===== src/rtl/iob_mem_arbiter_if.sv =====
// iob_mem_arbiter_if: IOb native bundle for the i/d requester ports and the shared memory port
// slave  : arbiter view (requests in from i/d, request out to memory, responses routed back)
// master : environment view (CPU buses drive requests, memory drives responses)
interface iob_mem_arbiter_if #(
  parameter int ADDR_W = 32,
  parameter int DATA_W = 32
);
  logic              i_avalid;
  logic [ADDR_W-1:0] i_addr;
  logic [DATA_W-1:0] i_rdata;
  logic              i_rvalid;
  logic              i_ready;
  logic              d_avalid;
  logic [ADDR_W-1:0] d_addr;
  logic [DATA_W-1:0] d_wdata;
  logic [DATA_W/8-1:0] d_wstrb;
  logic [DATA_W-1:0] d_rdata;
  logic              d_rvalid;
  logic              d_ready;
  logic              m_avalid;
  logic [ADDR_W-1:0] m_addr;
  logic [DATA_W-1:0] m_wdata;
  logic [DATA_W/8-1:0] m_wstrb;
  logic [DATA_W-1:0] m_rdata;
  logic              m_rvalid;
  logic              m_ready;
  modport slave (
    input  i_avalid, i_addr, d_avalid, d_addr, d_wdata, d_wstrb, m_rdata, m_rvalid, m_ready,
    output i_rdata, i_rvalid, i_ready, d_rdata, d_rvalid, d_ready, m_avalid, m_addr, m_wdata, m_wstrb
  );
  modport master (
    output i_avalid, i_addr, d_avalid, d_addr, d_wdata, d_wstrb, m_rdata, m_rvalid, m_ready,
    input  i_rdata, i_rvalid, i_ready, d_rdata, d_rvalid, d_ready, m_avalid, m_addr, m_wdata, m_wstrb
  );
endinterface


===== src/rtl/iob_mem_arbiter.sv =====
// iob_mem_arbiter: shares one IOb memory port between instruction (i) and data (d) requesters
// clk_i/rst_i : clock, synchronous active-high reset
// cke_i       : clock enable, all registers hold while low
// bus         : i/d request ports and shared m port (iob_mem_arbiter_if.slave)
// busy_o      : grant held or read outstanding
// IOB_ARB_RR_EN: when defined, simultaneous requests alternate instead of d > i priority
module iob_mem_arbiter (
  input  logic clk_i,
  input  logic rst_i,
  input  logic cke_i,
  iob_mem_arbiter_if.slave bus,
  output logic busy_o
);
  typedef enum logic [1:0] {IDLE, HOLD, WAIT_R} state_t;
  state_t state_q, state_d;
  logic owner_q, owner_d;
  logic sel, pick, req, acc, rd;
`ifdef IOB_ARB_RR_EN
  logic last_q, last_d;
  assign pick = (bus.i_avalid & bus.d_avalid) ? ~last_q : bus.d_avalid;
  assign last_d = acc ? sel : last_q;
`else
  assign pick = bus.d_avalid;
`endif
  always_ff @(posedge clk_i) begin
    if (rst_i) begin
      state_q <= IDLE;
      owner_q <= 1'b0;
    end else if (cke_i) begin
      state_q <= state_d;
      owner_q <= owner_d;
    end
  end
`ifdef IOB_ARB_RR_EN
  always_ff @(posedge clk_i) begin
    if (rst_i) last_q <= 1'b0;
    else if (cke_i) last_q <= last_d;
  end
`endif
  // sel: 1 = d port; in HOLD the grant stays with the owner, in WAIT_R nothing is requested
  always_comb begin
    sel = state_q == IDLE ? pick : owner_q;
    req = state_q == IDLE ? (bus.i_avalid | bus.d_avalid) :
          state_q == HOLD ? (owner_q ? bus.d_avalid : bus.i_avalid) : 1'b0;
    acc = req & bus.m_ready;
    rd = ~sel | (bus.d_wstrb == '0);
    state_d = state_q == WAIT_R ? (bus.m_rvalid ? IDLE : WAIT_R) :
              ~req ? IDLE : acc ? (rd ? WAIT_R : IDLE) : HOLD;
    owner_d = req ? sel : owner_q;
    bus.m_avalid = req;
    bus.m_addr = req ? (sel ? bus.d_addr : bus.i_addr) : '0;
    bus.m_wdata = (req & sel) ? bus.d_wdata : '0;
    bus.m_wstrb = (req & sel) ? bus.d_wstrb : '0;
    bus.i_ready = acc & ~sel;
    bus.d_ready = acc & sel;
    bus.i_rvalid = state_q == WAIT_R & ~owner_q & bus.m_rvalid;
    bus.d_rvalid = state_q == WAIT_R & owner_q & bus.m_rvalid;
    bus.i_rdata = bus.m_rdata;
    bus.d_rdata = bus.m_rdata;
    busy_o = state_q != IDLE;
  end
endmodule

===== src/flat_wrapper.sv =====
// flat-port wrapper written by rule: the top's interface ports become plain ports
module iob_mem_arbiter_flat 
  (clk_i, rst_i, cke_i, busy_o, bus_i_avalid, bus_i_addr, bus_d_avalid, bus_d_addr, bus_d_wdata, bus_d_wstrb, bus_m_rdata, bus_m_rvalid, bus_m_ready, bus_i_rdata, bus_i_rvalid, bus_i_ready, bus_d_rdata, bus_d_rvalid, bus_d_ready, bus_m_avalid, bus_m_addr, bus_m_wdata, bus_m_wstrb);
  iob_mem_arbiter_if bus_i ();
  input  logic clk_i;
  input  logic rst_i;
  input  logic cke_i;
  output logic busy_o;
  input wire logic [$bits(bus_i.i_avalid)-1:0] bus_i_avalid;
  input wire logic [$bits(bus_i.i_addr)-1:0] bus_i_addr;
  input wire logic [$bits(bus_i.d_avalid)-1:0] bus_d_avalid;
  input wire logic [$bits(bus_i.d_addr)-1:0] bus_d_addr;
  input wire logic [$bits(bus_i.d_wdata)-1:0] bus_d_wdata;
  input wire logic [$bits(bus_i.d_wstrb)-1:0] bus_d_wstrb;
  input wire logic [$bits(bus_i.m_rdata)-1:0] bus_m_rdata;
  input wire logic [$bits(bus_i.m_rvalid)-1:0] bus_m_rvalid;
  input wire logic [$bits(bus_i.m_ready)-1:0] bus_m_ready;
  output wire logic [$bits(bus_i.i_rdata)-1:0] bus_i_rdata;
  output wire logic [$bits(bus_i.i_rvalid)-1:0] bus_i_rvalid;
  output wire logic [$bits(bus_i.i_ready)-1:0] bus_i_ready;
  output wire logic [$bits(bus_i.d_rdata)-1:0] bus_d_rdata;
  output wire logic [$bits(bus_i.d_rvalid)-1:0] bus_d_rvalid;
  output wire logic [$bits(bus_i.d_ready)-1:0] bus_d_ready;
  output wire logic [$bits(bus_i.m_avalid)-1:0] bus_m_avalid;
  output wire logic [$bits(bus_i.m_addr)-1:0] bus_m_addr;
  output wire logic [$bits(bus_i.m_wdata)-1:0] bus_m_wdata;
  output wire logic [$bits(bus_i.m_wstrb)-1:0] bus_m_wstrb;
  assign bus_i.i_avalid = bus_i_avalid;
  assign bus_i.i_addr = bus_i_addr;
  assign bus_i.d_avalid = bus_d_avalid;
  assign bus_i.d_addr = bus_d_addr;
  assign bus_i.d_wdata = bus_d_wdata;
  assign bus_i.d_wstrb = bus_d_wstrb;
  assign bus_i.m_rdata = bus_m_rdata;
  assign bus_i.m_rvalid = bus_m_rvalid;
  assign bus_i.m_ready = bus_m_ready;
  assign bus_i_rdata = bus_i.i_rdata;
  assign bus_i_rvalid = bus_i.i_rvalid;
  assign bus_i_ready = bus_i.i_ready;
  assign bus_d_rdata = bus_i.d_rdata;
  assign bus_d_rvalid = bus_i.d_rvalid;
  assign bus_d_ready = bus_i.d_ready;
  assign bus_m_avalid = bus_i.m_avalid;
  assign bus_m_addr = bus_i.m_addr;
  assign bus_m_wdata = bus_i.m_wdata;
  assign bus_m_wstrb = bus_i.m_wstrb;
  iob_mem_arbiter u_core (.clk_i(clk_i), .rst_i(rst_i), .cke_i(cke_i), .bus(bus_i), .busy_o(busy_o));
endmodule

===== config.mk =====
export PLATFORM = sky130hd
export DESIGN_NAME = iob_mem_arbiter_flat
export DESIGN_NICKNAME = d
export VERILOG_FILES = /design/src/rtl/iob_mem_arbiter_if.sv /design/src/rtl/iob_mem_arbiter.sv /design/src/flat_wrapper.sv
export SDC_FILE = /design/constraint.sdc
export NUM_CORES = 1
export LEC_CHECK = 0
export ABC_CLOCK_PERIOD_IN_PS = 1600
export BUFFER_PORTS_ARGS = -buffer_cell sky130_fd_sc_hd__buf_2
export CAP_MARGIN = 40
export CELL_PAD_IN_SITES_DETAIL_PLACEMENT = 1
export CELL_PAD_IN_SITES_GLOBAL_PLACEMENT = 1
export CORE_MARGIN = 10
export CORE_UTILIZATION = 15
export CTS_CLUSTER_DIAMETER = 40
export DETAILED_ROUTE_END_ITERATION = 10
export MAX_ROUTING_LAYER = met4
export PLACE_DENSITY = 0.92
export REMOVE_ABC_BUFFERS = 1
export SLEW_MARGIN = 20
export SYNTH_ARGS = -nofsm -noshare
export SYNTH_HDL_FRONTEND = slang
export SYNTH_SLANG_ARGS = --single-unit

===== constraint.sdc =====
create_clock -name clk_i -period 1.6 [get_ports clk_i]
set_input_delay 0.16 -clock clk_i [delete_from_list [all_inputs] [get_ports clk_i]]
set_output_delay 0.16 -clock clk_i [all_outputs]
set_load 0.1 [all_outputs]

; After elaboration in Yosys (flattened, before gate mapping)
; Index checks and enable logic that the tools add are counted.
[op_classes]
n_shift = 0
reduce_logical = 4
n_eq_ne = 2
div_mod_pow = 0
n_bitwise = 12
add_sub_neg = 0
muxes = 13
order_cmp = 0
n_mul = 0
[ops]
columns = operator, n
row1 = 32-bit 2-to-1 mux, 3
row2 = 2-bit 2-to-1 mux, 5
row3 = 1-bit bitwise AND, 8
row4 = 4-bit logical NOT, 1
row5 = 1-bit 2-to-1 mux, 4
row6 = 4-bit 2-to-1 mux, 1
row7 = 2-bit by 1-bit equality test with 1-bit output (second input constant), 1
row8 = 2-bit equality test (second input constant), 1
row9 = 2-bit logical NOT, 1
row10 = 1-bit NOT, 2
row11 = 1-bit bitwise OR, 2
row12 = 2-bit AND reduction, 1
row13 = 2-bit nonzero test, 1
[totals]
in_bits = 139
out_inout_bits = 138
latch_bits = 0
wordCells = 33
romBits = 0
reg_bits = 3
n_memories = 0
ramBits = 0

; Longest topological paths before layout
[depth]
ltp_word = 8
ltp_mapped = 6
ltp_nobuf = 3

; Worst setup path after synthesis
; No wires, ideal clock.
[synth_path]
path_kind = register to output
startpoint = reg u_core.state_q[0]
endpoint = out bus_i_ready
n_path_buf = 1
required_time_ns = 1.440
slack_ns = -2.351
stages_incl_launch_ff = 5
t_arrival_ns = 3.791
path_cell_list = dfxtp_1 > buf_2 > a21boi_2 > o211ai_4 > nor4_1
[synth_via]
elab_chain_len = 5
word_cells_on_any_way = 8
classes_between = 1 x eq/ne / 3 x mux / 3 x bitwise / 1 x reduce/logical
[synth_rtl]
columns = item, line_no
row1 = from (decl), iob_mem_arbiter.sv:15  ; state_t state_q, state_d;
row2 = from (signal assigned), iob_mem_arbiter.sv:30  ; state_q <= state_d;
row3 = 2-bit by 1-bit equality test with 1-bit output, iob_mem_arbiter.sv:44  ; state_q == HOLD ? (owner_q ? bus.d_avalid : bus.i_avalid) : 1'b0;
row4 = 1-bit 2-to-1 mux, iob_mem_arbiter.sv:44
row5 = 1-bit 2-to-1 mux, iob_mem_arbiter.sv:43  ; req = state_q == IDLE ? (bus.i_avalid | bus.d_avalid) :
row6 = 1-bit bitwise AND, iob_mem_arbiter.sv:45  ; acc = req & bus.m_ready;
row7 = 1-bit bitwise AND (*), iob_mem_arbiter.sv:54  ; bus.i_ready = acc & ~sel;
row8 = to (decl), flat_wrapper.sv:20  ; output wire logic [$bits(bus_i.i_ready)-1:0] bus_i_ready;
; Mark *: on every way between the ends. The rest lies on a longest branch, timed or not.

; Worst setup path in the final report
[layout_path]
startpoint = reg u_core.state_q[0]
endpoint = out bus_m_addr[16]
[layout_via]
elab_chain_len = 4
word_cells_on_any_way = 7
classes_between = 1 x eq/ne / 5 x mux / 1 x reduce/logical
[layout_rtl]
columns = item, line_no
row1 = 2-bit by 1-bit equality test with 1-bit output or 2-bit logical NOT (tied branches), "iob_mem_arbiter.sv:44, iob_mem_arbiter.sv:42, iob_mem_arbiter.sv:43"
row2 = 1-bit 2-to-1 mux (on tied branches), "iob_mem_arbiter.sv:44, iob_mem_arbiter.sv:42"
row3 = 1-bit 2-to-1 mux or 32-bit 2-to-1 mux (tied branches), "iob_mem_arbiter.sv:43, iob_mem_arbiter.sv:51"
row4 = 32-bit 2-to-1 mux (*), iob_mem_arbiter.sv:51  ; bus.m_addr = req ? (sel ? bus.d_addr : bus.i_addr) : '0;
row5 = to (decl), flat_wrapper.sv:25  ; output wire logic [$bits(bus_i.m_addr)-1:0] bus_m_addr;
; Marks and branches as above.

==> results_dict.tcl <==
set metrics [dict create \
    status "finished, violations left" \
    violations "negative setup slack" \
    power_density_nw_per_um2 868.0 \
    clk_path_buf_depth 2 \
    fin_skew_ns 0.002885 \
    syn_area_um2 1638 \
    start_util_pct 15.24 \
    grt_antenna_before_repair 1 \
    die_y_um 124.5 \
    min_period_ns 1.903 \
    drv_cap 0 \
    worst_slew_pin_slew_ns 0.4193 \
    arrival_ns 1.74 \
    die_x_um 124.5 \
    ff2ff_setup_slack_ns 0.04 \
    h-tree-depth 1 \
    endpoint_kind "output pin" \
    rr_endpoint "u_core.state_q[1]" \
    synth_warnings 0 \
    fin_total_pwr_mw 3.577 \
    finalCritPeriodShare_pct 118.9 \
    ctsRootBufferMaster "clkbuf_8" \
    required_ns 1.44 \
    final_area_um2 4120 \
    path_cells "buf_12 > nor3b_4 > buf_6 > buf_12 > o21ai_1 > a21oi_2 > buf_12" \
    cpPeakStageDelay_ns 0.36 \
    path_delay_family "buffers and inverters" \
    timing.critical_path.mode_cell "buf_12" \
    path_clk_slew_ns 0.03 \
    drive_above_1_share_pct 82.49 \
    rsz0062_at_grt "true" \
    finish.net_count 534 \
    drtAntennaViolNets 0 \
    grt.total_usage_pct 16.58 \
    ioPinCount 277 \
    area_delta_synth_final_pct 151.6 \
    whs_path_depth 2 \
    critPathKind "flop to output pin" \
    finalHoldViolCount 0 \
    synth-seq-cells 3 \
    min_from "rst_i" \
    whs_endpoint "u_core.owner_q" \
    instances_no_fill 535 \
    postSynthAreaPerCell_um2 6.448 \
    finalMaxSlewViolations 0 \
    wl_um 14350 \
    grt_pass1_wl_um 19200 \
    place_area_um2 3486 \
    vdd_drop_max_mv 0.5715 \
    syn_inst 254 \
    dp_cells 514 \
    p_leak_nw 1.827 \
    clk_latency_ns 0.21 \
    drt_iter0_drc 70 \
    crit_slowest_cell "dfxtp_4" \
    grt_max_degree 28 \
    remaining_drc_errors 0 \
    wl_per_cell_um 26.83 \
    hold_path.class "input pin to flop" \
    fmax_mhz 525.6 \
    ys_seq_area_share_pct 3.667 \
    drt_first_pass_iters 6 \
    layout_common_cells "buf_2, buf_12, and2_4, nand3_1, a21oi_2" \
    mostFrequentLayoutCell "buf_2" \
    ctsHoldBuffers 0 \
    vias 2410 \
    grt_pass1_vias 2711 \
    crit_path_start_kind "flop" \
    cts_sinks 3 \
    grt_overflow 0 \
    via_per_inst 4.505 \
    cts_tree "built" \
    layout_setup_ws_ns -0.3028 \
    critPathBufInv 4 \
    reg2regPathDepth 6 \
    io_buffers 180 \
    rows 38 \
    gp_congestion 0.8151 \
    dp.final_hpwl_um 11460 \
    rr_startpoint "u_core.state_q[0]" \
    relSlewSlack_pct 71.99 \
    core_um2 10750 \
    final.fill_count 1231 \
    cts_buffers 3 \
    synth_cell_types 35 \
    dieArea_um2 15500 \
    finalSetupViolations 71 \
    cp_max_fo 14 \
]
==> per-stage QoR <==
step                worst slack, ns  utilization (%)  hold WS (ns)  setup TNS, ns
finish                      -0.3028            38.34        0.1555         -16.71
global route                -0.3729            38.34        0.1714         -20.63
global placement           -0.09782            32.44        0.3212         -2.170
CTS                         -0.2980            35.33        0.1522         -15.21
detailed placement          -0.1603            32.44        0.3212         -5.252
floorplan                    -2.461                -        0.2324         -71.62
==> cell usage after synthesis <==
master,count,area share [%]
nand2_1,1,0.23
o21ai_1,1,0.31
o21a_1,1,0.46
o21ai_2,1,0.53
nor4bb_1,1,0.61
o211ai_4,1,1.3
inv_1,2,0.46
buf_2,8,2.4
nor3b_2,1,0.76
nor3b_1,1,0.46
and3_1,1,0.38
nor4_1,2,0.76
inv_2,1,0.23
nor2_1,1,0.23
nand4bb_1,1,0.69
a211oi_1,1,0.46
a21oi_1,35,11
clkbuf_2,5,1.5
o2111ai_1,1,0.53
dfxtp_1,3,3.7
nor3_1,1,0.31
o21ai_0,32,9.8
or2_2,2,0.76
nand3b_1,1,0.46
a211oi_2,1,0.76
o41ai_2,1,0.99
nand3_1,32,9.8
a21boi_2,1,0.69
mux2i_1,1,0.61
buf_4,64,29
clkbuf_1,5,1.1
nand2b_1,1,0.38
or3b_1,2,1.1
buf_6,5,3.4
and2_1,36,14
==> kinds of logic after synthesis <==
family                 count (synthesis)  synth area share, %
multiplexers                           1               0.6112
flip-flops                             3                3.667
AO/OA/AOI/OAI                         76                26.51
buffers and inverters                 90                38.58
AND/OR/NAND/NOR                       84                30.63
==> how the worst max path moves through the flow <==
stage / start / end / slack, ns / cells after the start
final: u_core.state_q[0] / bus_m_addr[16] / -0.30 / 7
after CTS: u_core.state_q[0] / bus_m_addr[19] / -0.30 / 6
after floorplan: u_core.state_q[0] / bus_i_ready / -2.46 / 3
after global routing: u_core.state_q[0] / bus_m_addr[16] / -0.37 / 7
after detailed placement: u_core.state_q[0] / bus_m_addr[13] / -0.16 / 5
after global placement: u_core.state_q[0] / bus_m_avalid / -0.1 / 5
==> metal layers <==
layer | vias to the layer above | GRT usage, % | share of wire [%]
met1 | 1151 | 19.34 | 42
met4 | 0 | 1.508 | 0.36
met2 | 164 | 23.98 | 44
li1 | 1087 | - | -
met5 | - | - | 0
met3 | 8 | 11.02 | 13
==> report_power, final <==
group          leakage, nW  internal [mW]  switching (mW)
sequential          0.0267         0.0800          0.0104
combinational         1.78           1.23            2.03
clock               0.0228          0.170          0.0508
==> flip-flops by register name, summed over array words and instances, names as in the netlist <==
signal          count
u_core.owner_q      1
u_core.state_q      2
==> what timing repair did <==
action | 4_1_cts | 5_1_grt
cloned | 1 | 6
gates resized for setup | 62 | 78
buffers inserted | 4 | 5
setup endpoints to repair | 73 | 72
pin swaps | 21 | 40
==> layout make-up <==
| cell class | instances | area, µm² | area share (%) |
|---|---|---|---|
| timing repair buffer | 223 | 2561 | 62.16 |
| multi-input combinational | 161 | 1251 | 30.37 |
| tap | 140 | 175.2 | 4.251 |
| sequential | 3 | 71.32 | 1.731 |
| clock buffer | 4 | 45.04 | 1.093 |
| inverter | 3 | 13.76 | 0.3340 |
| antenna | 1 | 2.502 | 0.06073 |
Note: power is estimated with default switching activity, not from simulation.
